==> config.mk <==
export PLATFORM = sky130hd
export DESIGN_NAME = audio_i2s_tx
export DESIGN_NICKNAME = d
export VERILOG_FILES = /design/src/rtl/audio_pkg.sv /design/src/rtl/audio_i2s_mix.sv /design/src/rtl/audio_i2s_tx.sv
export SDC_FILE = /design/constraint.sdc
export NUM_CORES = 1
export LEC_CHECK = 0
export ABC_AREA = 1
export CELL_PAD_IN_SITES_DETAIL_PLACEMENT = 1
export CELL_PAD_IN_SITES_GLOBAL_PLACEMENT = 1
export CORE_ASPECT_RATIO = 0.5
export CORE_MARGIN = 1
export CORE_UTILIZATION = 39
export DETAILED_ROUTE_END_ITERATION = 10
export GPL_TIMING_DRIVEN = 0
export PLACE_DENSITY = 0.83
export REMOVE_ABC_BUFFERS = 1
export SLEW_MARGIN = 40
export SYNTH_ARGS = -nofsm -noshare
export SYNTH_HDL_FRONTEND = slang
export SYNTH_HIERARCHICAL = 1
export SYNTH_SLANG_ARGS = --single-unit
==> constraint.sdc <==
create_clock -name CLK_50M -period 3.4 [get_ports CLK_50M]
set_input_delay 0.68 -clock CLK_50M [delete_from_list [all_inputs] [get_ports CLK_50M]]
set_output_delay 0.68 -clock CLK_50M [all_outputs]
set_load 0.03 [all_outputs]
==> src/rtl/audio_pkg.sv <==
`default_nettype none
// ============================================================================
// Module  : audio_pkg
// Brief   : Shared sample/frame constants, mix-mode enum and the
//           unsigned-to-signed helper for the I2S transmit path.
// Revision: 1.0 - initial release
// ============================================================================
package audio_pkg;

    localparam int SAMPLE_W   = 16;
    localparam int FRAME_BITS = 64;
    localparam int BIT_CNT_W  = $clog2(FRAME_BITS);

    typedef enum logic [1:0] {
        MIX_NONE = 2'd0,
        MIX_25   = 2'd1,
        MIX_50   = 2'd2,
        MIX_MONO = 2'd3
    } mix_mode_t;

    // Offset-binary to two's complement is a flip of the MSB.
    function automatic logic [SAMPLE_W-1:0] to_signed_fmt(
        input logic [SAMPLE_W-1:0] x,
        input logic                is_signed
    );
        return {x[SAMPLE_W-1] ^ ~is_signed, x[SAMPLE_W-2:0]};
    endfunction

endpackage
`default_nettype wire

==> src/rtl/audio_i2s_mix.sv <==
`default_nettype none
// ============================================================================
// Module  : audio_i2s_mix
// Brief   : Combinational sign conversion and stereo cross-mix feeding the
//           frame load. Mix stage present only with AUDIO_I2S_MIX_EN defined.
// Revision: 1.0 - initial release
// ============================================================================
module audio_i2s_mix
    import audio_pkg::*;
(
    input  logic [SAMPLE_W-1:0] l_in,
    input  logic [SAMPLE_W-1:0] r_in,
    input  logic                is_signed,
    input  mix_mode_t           mix,
    output logic [SAMPLE_W-1:0] l_out,
    output logic [SAMPLE_W-1:0] r_out
);

    logic [SAMPLE_W-1:0] w_l;
    logic [SAMPLE_W-1:0] w_r;

    assign w_l = to_signed_fmt(l_in, is_signed);
    assign w_r = to_signed_fmt(r_in, is_signed);

`ifdef AUDIO_I2S_MIX_EN
    localparam int ACC_W = SAMPLE_W + 3;

    logic signed [ACC_W-1:0] w_ls;
    logic signed [ACC_W-1:0] w_rs;
    logic signed [ACC_W-1:0] w_lm;
    logic signed [ACC_W-1:0] w_rm;

    assign w_ls = {{3{w_l[SAMPLE_W-1]}}, w_l};
    assign w_rs = {{3{w_r[SAMPLE_W-1]}}, w_r};

    // 19 bits hold 8 * -32768 exactly, so no intermediate can overflow.
    always_comb begin
        w_lm = w_ls;
        w_rm = w_rs;
        case (mix)
            MIX_25: begin
                w_lm = ((w_ls <<< 1) + w_ls + w_rs) >>> 2;
                w_rm = ((w_rs <<< 1) + w_rs + w_ls) >>> 2;
            end
            MIX_50: begin
                w_lm = ((w_ls <<< 2) + w_ls + (w_rs <<< 1) + w_rs) >>> 3;
                w_rm = ((w_rs <<< 2) + w_rs + (w_ls <<< 1) + w_ls) >>> 3;
            end
            MIX_MONO: begin
                w_lm = (w_ls + w_rs) >>> 1;
                w_rm = (w_ls + w_rs) >>> 1;
            end
            default: ;
        endcase
    end

    assign l_out = w_lm[SAMPLE_W-1:0];
    assign r_out = w_rm[SAMPLE_W-1:0];
`else
    logic w_unused_mix;
    assign w_unused_mix = ^mix;

    assign l_out = w_l;
    assign r_out = w_r;
`endif

endmodule
`default_nettype wire

==> src/rtl/audio_i2s_tx.sv <==
`default_nettype none
// ============================================================================
// Module  : audio_i2s_tx
// Brief   : I2S transmitter, 64-BCK frame, 16-bit left/right with one-BCK
//           delay, single-entry holding register. Optional mix: AUDIO_I2S_MIX_EN.
// Revision: 1.0 - initial release
// ============================================================================
module audio_i2s_tx
    import audio_pkg::*;
#(
    parameter int SCLK_DIV = 8
) (
    input  logic                CLK_50M,
    input  logic                RESET_N,
    input  logic [SAMPLE_W-1:0] audio_l,
    input  logic [SAMPLE_W-1:0] audio_r,
    input  logic                audio_s,
    input  logic [1:0]          audio_mix,
    input  logic                sample_valid,
    output logic                sample_ready,
    output logic                I2S_BCK,
    output logic                I2S_LRCK,
    output logic                I2S_DATA,
    output logic                underrun
);

    localparam logic [7:0]           DIV_LAST = 8'(SCLK_DIV - 1);
    localparam logic [BIT_CNT_W-1:0] L_FIRST  = BIT_CNT_W'(1);
    localparam logic [BIT_CNT_W-1:0] L_LAST   = BIT_CNT_W'(SAMPLE_W);
    localparam logic [BIT_CNT_W-1:0] R_FIRST  = BIT_CNT_W'(FRAME_BITS / 2 + 1);
    localparam logic [BIT_CNT_W-1:0] R_LAST   = BIT_CNT_W'(FRAME_BITS / 2 + SAMPLE_W);

    logic [7:0]           div_q, div_d;
    logic                 bck_q, bck_d;
    logic [BIT_CNT_W-1:0] b_q, b_d;
    logic                 lrck_q, lrck_d;
    logic                 data_q, data_d;
    logic                 underrun_q, underrun_d;
    logic                 hold_valid_q, hold_valid_d;
    logic [SAMPLE_W-1:0]  hold_l_q, hold_l_d;
    logic [SAMPLE_W-1:0]  hold_r_q, hold_r_d;
    logic                 hold_s_q, hold_s_d;
    mix_mode_t            hold_mix_q, hold_mix_d;
    logic [SAMPLE_W-1:0]  sh_l_q, sh_l_d;
    logic [SAMPLE_W-1:0]  sh_r_q, sh_r_d;

    logic                 w_tick;
    logic                 w_fall;
    logic                 w_load;
    logic                 w_accept;
    logic [BIT_CNT_W-1:0] w_b_next;
    logic [SAMPLE_W-1:0]  w_mix_l;
    logic [SAMPLE_W-1:0]  w_mix_r;

    audio_i2s_mix u_mix (
        .l_in      (hold_l_q),
        .r_in      (hold_r_q),
        .is_signed (hold_s_q),
        .mix       (hold_mix_q),
        .l_out     (w_mix_l),
        .r_out     (w_mix_r)
    );

    always_comb begin
        w_tick   = (div_q == DIV_LAST);
        w_fall   = w_tick & bck_q;
        w_b_next = b_q + BIT_CNT_W'(1);
        w_load   = w_fall & (w_b_next == '0);
        w_accept = sample_valid & ~hold_valid_q;

        div_d  = w_tick ? 8'd0 : div_q + 8'd1;
        bck_d  = bck_q ^ w_tick;
        b_d    = w_fall ? w_b_next : b_q;
        lrck_d = w_fall ? w_b_next[BIT_CNT_W-1] : lrck_q;

        data_d = data_q;
        sh_l_d = sh_l_q;
        sh_r_d = sh_r_q;
        if (w_load) begin
            data_d = 1'b0;
            sh_l_d = hold_valid_q ? w_mix_l : '0;
            sh_r_d = hold_valid_q ? w_mix_r : '0;
        end else if (w_fall) begin
            data_d = 1'b0;
            if ((w_b_next >= L_FIRST) && (w_b_next <= L_LAST)) begin
                data_d = sh_l_q[SAMPLE_W-1];
                sh_l_d = sh_l_q << 1;
            end else if ((w_b_next >= R_FIRST) && (w_b_next <= R_LAST)) begin
                data_d = sh_r_q[SAMPLE_W-1];
                sh_r_d = sh_r_q << 1;
            end
        end

        // A load with an empty holding register still keeps a same-cycle accept.
        hold_valid_d = (hold_valid_q & ~w_load) | w_accept;
        hold_l_d     = w_accept ? audio_l : hold_l_q;
        hold_r_d     = w_accept ? audio_r : hold_r_q;
        hold_s_d     = w_accept ? audio_s : hold_s_q;
        hold_mix_d   = w_accept ? mix_mode_t'(audio_mix) : hold_mix_q;
        underrun_d   = w_load & ~hold_valid_q;
    end

    always_ff @(posedge CLK_50M or negedge RESET_N) begin
        if (!RESET_N) begin
            div_q        <= 8'd0;
            bck_q        <= 1'b0;
            b_q          <= '1;
            lrck_q       <= 1'b0;
            data_q       <= 1'b0;
            underrun_q   <= 1'b0;
            hold_valid_q <= 1'b0;
            hold_l_q     <= '0;
            hold_r_q     <= '0;
            hold_s_q     <= 1'b0;
            hold_mix_q   <= MIX_NONE;
            sh_l_q       <= '0;
            sh_r_q       <= '0;
        end else begin
            div_q        <= div_d;
            bck_q        <= bck_d;
            b_q          <= b_d;
            lrck_q       <= lrck_d;
            data_q       <= data_d;
            underrun_q   <= underrun_d;
            hold_valid_q <= hold_valid_d;
            hold_l_q     <= hold_l_d;
            hold_r_q     <= hold_r_d;
            hold_s_q     <= hold_s_d;
            hold_mix_q   <= hold_mix_d;
            sh_l_q       <= sh_l_d;
            sh_r_q       <= sh_r_d;
        end
    end

    assign sample_ready = ~hold_valid_q;
    assign I2S_BCK      = bck_q;
    assign I2S_LRCK     = lrck_q;
    assign I2S_DATA     = data_q;
    assign underrun     = underrun_q;

endmodule
`default_nettype wire

# After elaboration in Yosys (flattened, before gate mapping)
# Cells that the tools add are included.
# totals
regBits	84
latchBits	0
mem_bits_rw	0
rom_bits	0
input_bits	38
output_inout_bits	5
elab_cells	54
memories	0
# classes
n_addsub	2
mul	0
div	0
n_lt_le_gt_ge	4
eq_ne	2
shifts	0
muxes	14
n_bitwise	12
n_reduce_logical	8
# op_table
cell	count
16-bit 2-to-1 mux	9
8-bit by 1-bit adder with 8-bit output (second input constant)	1
8-bit by 3-bit equality test with 1-bit output (second input constant)	1
8-bit 2-to-1 mux	1
6-bit by 1-bit adder with 6-bit output (second input constant)	1
6-bit by 1-bit >= comparator with 1-bit output (second input constant)	1
6-bit >= comparator (second input constant)	1
6-bit by 5-bit <= comparator with 1-bit output (second input constant)	1
6-bit <= comparator (second input constant)	1
6-bit zero test	1
2-bit nonzero test	3
1-bit bitwise AND	5
1-bit 2-to-1 mux	4
1-bit inverter	3
3-bit AND reduction	1
1-bit bitwise XOR	3
1-bit logical AND	2
2-bit != test (second input constant)	1
2-bit AND reduction	1
1-bit bitwise OR	1

# Longest topological paths before layout
# depth
ltp_word	7
ltp_mapped	14
ltp_nobuf	11

# Modules after synthesis
# Netlist, hierarchy kept.
# modules_own_cells
mod	instances	cells_per_inst	area_each_um2	seq_area_each_um2
audio_i2s_tx	1	511	4316.6	2159.6
audio_i2s_mix	1	39	259.0	0.0

# Worst setup path after synthesis
# OpenSTA, ideal clock, no wires.
# synth_path
path_type	reg2reg
from	reg div_q[0]
to	reg sh_l_q[1]
setup_time_ns	0.117
arrival_ns	2.294
required_time_ns	3.283
slack_ns	0.990
path_stages_with_launch	15
path_buffers	3
synth_period_minus_slack_ns	2.410
path_cell_list	dfrtp_1 -> ha_1 -> nand2_1 -> nor4_1 -> ha_1 -> clkbuf_1 -> inv_2 -> nor2_2 -> nand3_4 -> buf_6 -> buf_6 -> nand2_1 -> nand2_1 -> nand2_1 -> nand2_1
# synth_between
elab_chain_len	5
word_cells_on_any_way	7
cone_classes	eq/ne: 1; mux: 1; bitwise: 2; reduce/logical: 3
# synth_rtl
item	line_no	text
from (decl)	audio_i2s_tx.sv:33	logic [7:0] div_q, div_d;
from (signal assigned)	audio_i2s_tx.sv:119	div_q <= div_d;
8-bit by 3-bit equality test with 1-bit output *	audio_i2s_tx.sv:65	w_tick = (div_q == DIV_LAST);
1-bit bitwise AND *	audio_i2s_tx.sv:66	w_fall = w_tick & bck_q;
via w_fall	audio_i2s_tx.sv:48	logic w_fall;
1-bit bitwise AND	audio_i2s_tx.sv:68	w_load = w_fall & (w_b_next == '0);
2-bit nonzero test (no source line)	-	
2-bit AND reduction (no source line)	-	
to (signal assigned)	audio_i2s_tx.sv:130	sh_l_q <= sh_l_d;
to (decl)	audio_i2s_tx.sv:44	logic [SAMPLE_W-1:0] sh_l_q, sh_l_d;
# The timed path passes the listed nets; every way through them passes the cells marked *.
# A chain may end at the register's enable or synchronous reset.

# Worst setup path after layout
# layout_path
from	reg div_q[0]
to	reg sh_l_q[10]
# The elaborated chain is that of the path after synthesis.

==> results.md <==
* Reg clk slew, reported paths at about 0.06 ns
* Clock Sinks at 84
* Fillers at roughly 1,300
* Core area at 11,100 sq um
* Max-cap viol count at 0
* Leak pwr at slightly below 3 nW
* Routed Wire Length at between 10,000 and 15,000 um
* Avg Inst Size Synth at between 8 and 9 sq um
* Syn Inst Count at between 500 and 600
* Power Dens Cells at between 400 and 500 nW/um^2
* CTS tree: built
* Area of the multi-input gates at 1870 sq um
* H-tree Lvls at 3
* Die ar. at about 12,000 sq um
* Clock Latency Late Sink at between 0.3 and 0.4 ns
* Largest net degree at the start of global routing at 58
* # DRC at 0
* Setup CP Type: flop to flop
* Buffers added on ports at 40
* Initial antenna violation count at 0
* Highest clock rate at 0.329 GHz
* Slew HR at 0.466
* Synth warn at 6
* Initial DRC count at 254
* Std cell rows at 27
* Crit end category: flop
* Vias at around 3,400
* Core Util, Final at 0.463
* First-pass GRT wire length at 18,300 um
* Vias/cell at 4.94
* Post-route design area at a little over 5000 sq um
* Critical Path AT at between 3 and 4 ns
* Reg area at between 2000 and 2500 sq um
* Final setup vio count at 0
* Hold-fix buffers, CTS at 0
* Die Y at between 70 and 80 um
* Worst hold margin at 0.202 ns
* CTS root buf: clkbuf_16
* Max Slew Vio Count at 0
* Vias in the first global route at between 3,000 and 4,000
* Fraction of the cycle the final worst path needs at 0.894
* Clk_skew at about 0.0072 ns
* Clk buf depth at 2
* Die Wd at 154 um
* DP HPWL at 6520 um
* Total GRT Usage at 0.196
* Status: completed
* CP max FO at 34
* Drt wl/cell at between 15 and 20 um
* Inserted Clock Buffers at 9
* Final Power at roughly 2.2 mW
* Gr ovfl total at 0
* Layout cells sized above 1 at 0.137
* DP Cell Count at 677
* Worst Tran Pin Value at between 0.7 and 0.8 ns
* CP startpoint kind: flop
* Unrepaired setup endpoints after global routing: false
* Ports at 43
* CP required at around 3.7 ns
* Synthesis-to-finish area growth at 14.4%
* Syn Std Cell Area at 4500 sq um
* ANT cells at 0
* Hold WC Path Type: input pin to asynchronous set/reset pin
* DRT Pass-1 Iters at 5
* Worst r2r src: div_q[0]$_DFF_PN0_
* Non-Filler Instances at between 600 and 700
* Worst slack, placed at -0.0269 ns
* Minimum clock period at 3.04 ns
* Peak supply drop at approximately 0.24 mV
* Final worst setup slack at between 0.3 and 0.4 ns
* Crit path from: div_q[0]$_DFF_PN0_
* Final nets at ~590
* Starting Density at 0.405
* Gpl congestion at 0.744
* TNS Setup at 0 ns
* Final hold violation count at 0
* Dpl cell area at ~4800 sq um
* Post-DRT Antenna Nets at 0
==> power by group <==
part | switching, mW | internal (mW)
Sequential | 0 | 1.00
Combinational | 0.0259 | 0.0385
Clock | 0.406 | 0.686
==> state kept, by name, summed over array words and instances (netlist names), 6 cells and up <==
register and count:
b_q 6, hold_l_q 16, sh_l_q 16, hold_r_q 16, sh_r_q 16, div_q 8
==> layout make-up <==
| cell class | instances | share of cell area |
|---|---|---|
| inverters | 55 | 0.0401 |
| multi-input cells | 352 | 0.362 |
| clock buffers | 13 | 0.0505 |
| well taps | 145 | 0.0352 |
| flip-flops and latches | 84 | 0.410 |
| clock inverters | 3 | 0.0134 |
| repair buffers | 42 | 0.0887 |
==> layout by cell type (no fill, tap or decap), types with 2 or more instances in the layout <==
cell and count:
clkbuf_1 2, bufinv_16 2, mux2_2 33, nand3_2 2
nand2_4 3, buf_16 2, clkbuf_8 2, ha_1 5
nor2_2 2, dfrtp_1 77, clkdlybuf4s50_1 39, nand3_4 3
nand3_1 71, inv_2 2, nand4_1 4, nor2_1 15
inv_1 52, nor3_1 2, o21ai_0 4, nor2_4 2
nand2_1 193, dfstp_2 6, clkbuf_16 9, xor2_1 2
a21oi_1 2
==> layer usage <==
| metal | vias up | routed length, um | track usage |
|---|---|---|---|
| li1 | 1674 | - | - |
| met1 | 1711 | 4710 | 0.237 |
| met2 | 39 | 5430 | 0.350 |
| met3 | 6 | 286 | 0.0469 |
| met4 | 0 | 73 | 0.0530 |
| met5 | - | 0 | 0 |
==> final timing paths <==
path                                     endpoint  slack, ns  depth (start not counted)
min in group CLK_50M           div_q[0]$_DFF_PN0_       0.47                          1
max in group asynchronous      b_q[5]$_DFFE_PN1P_       2.57                          2
setup / recovery           sh_l_q[10]$_DFFE_PN0P_       0.36                         10
setup reg to reg           sh_l_q[10]$_DFFE_PN0P_       0.36                         10
hold / removal              sh_r_q[7]$_DFFE_PN0P_       0.20                          1
hold reg to reg                div_q[0]$_DFF_PN0_       0.47                          1
==> worst max-delay path, cell delays in order, from the launching register on <==
cell	delay [ns]
dfrtp_1	0.37
ha_1	0.19
nand2_1	0.09
nor4_2	0.39
ha_1	0.44
inv_2	0.19
nor2_2	0.30
nand3_4	0.44
nand2_4	0.38
nand2_1	0.09
nand2_1	0.06
==> what timing repair did <==
item	CTS	global route
buffers inserted	0	0
resized for setup	1	3
endpoints found under the setup margin	30	34
cloned	1	0
(Power assumes the default switching activity.)
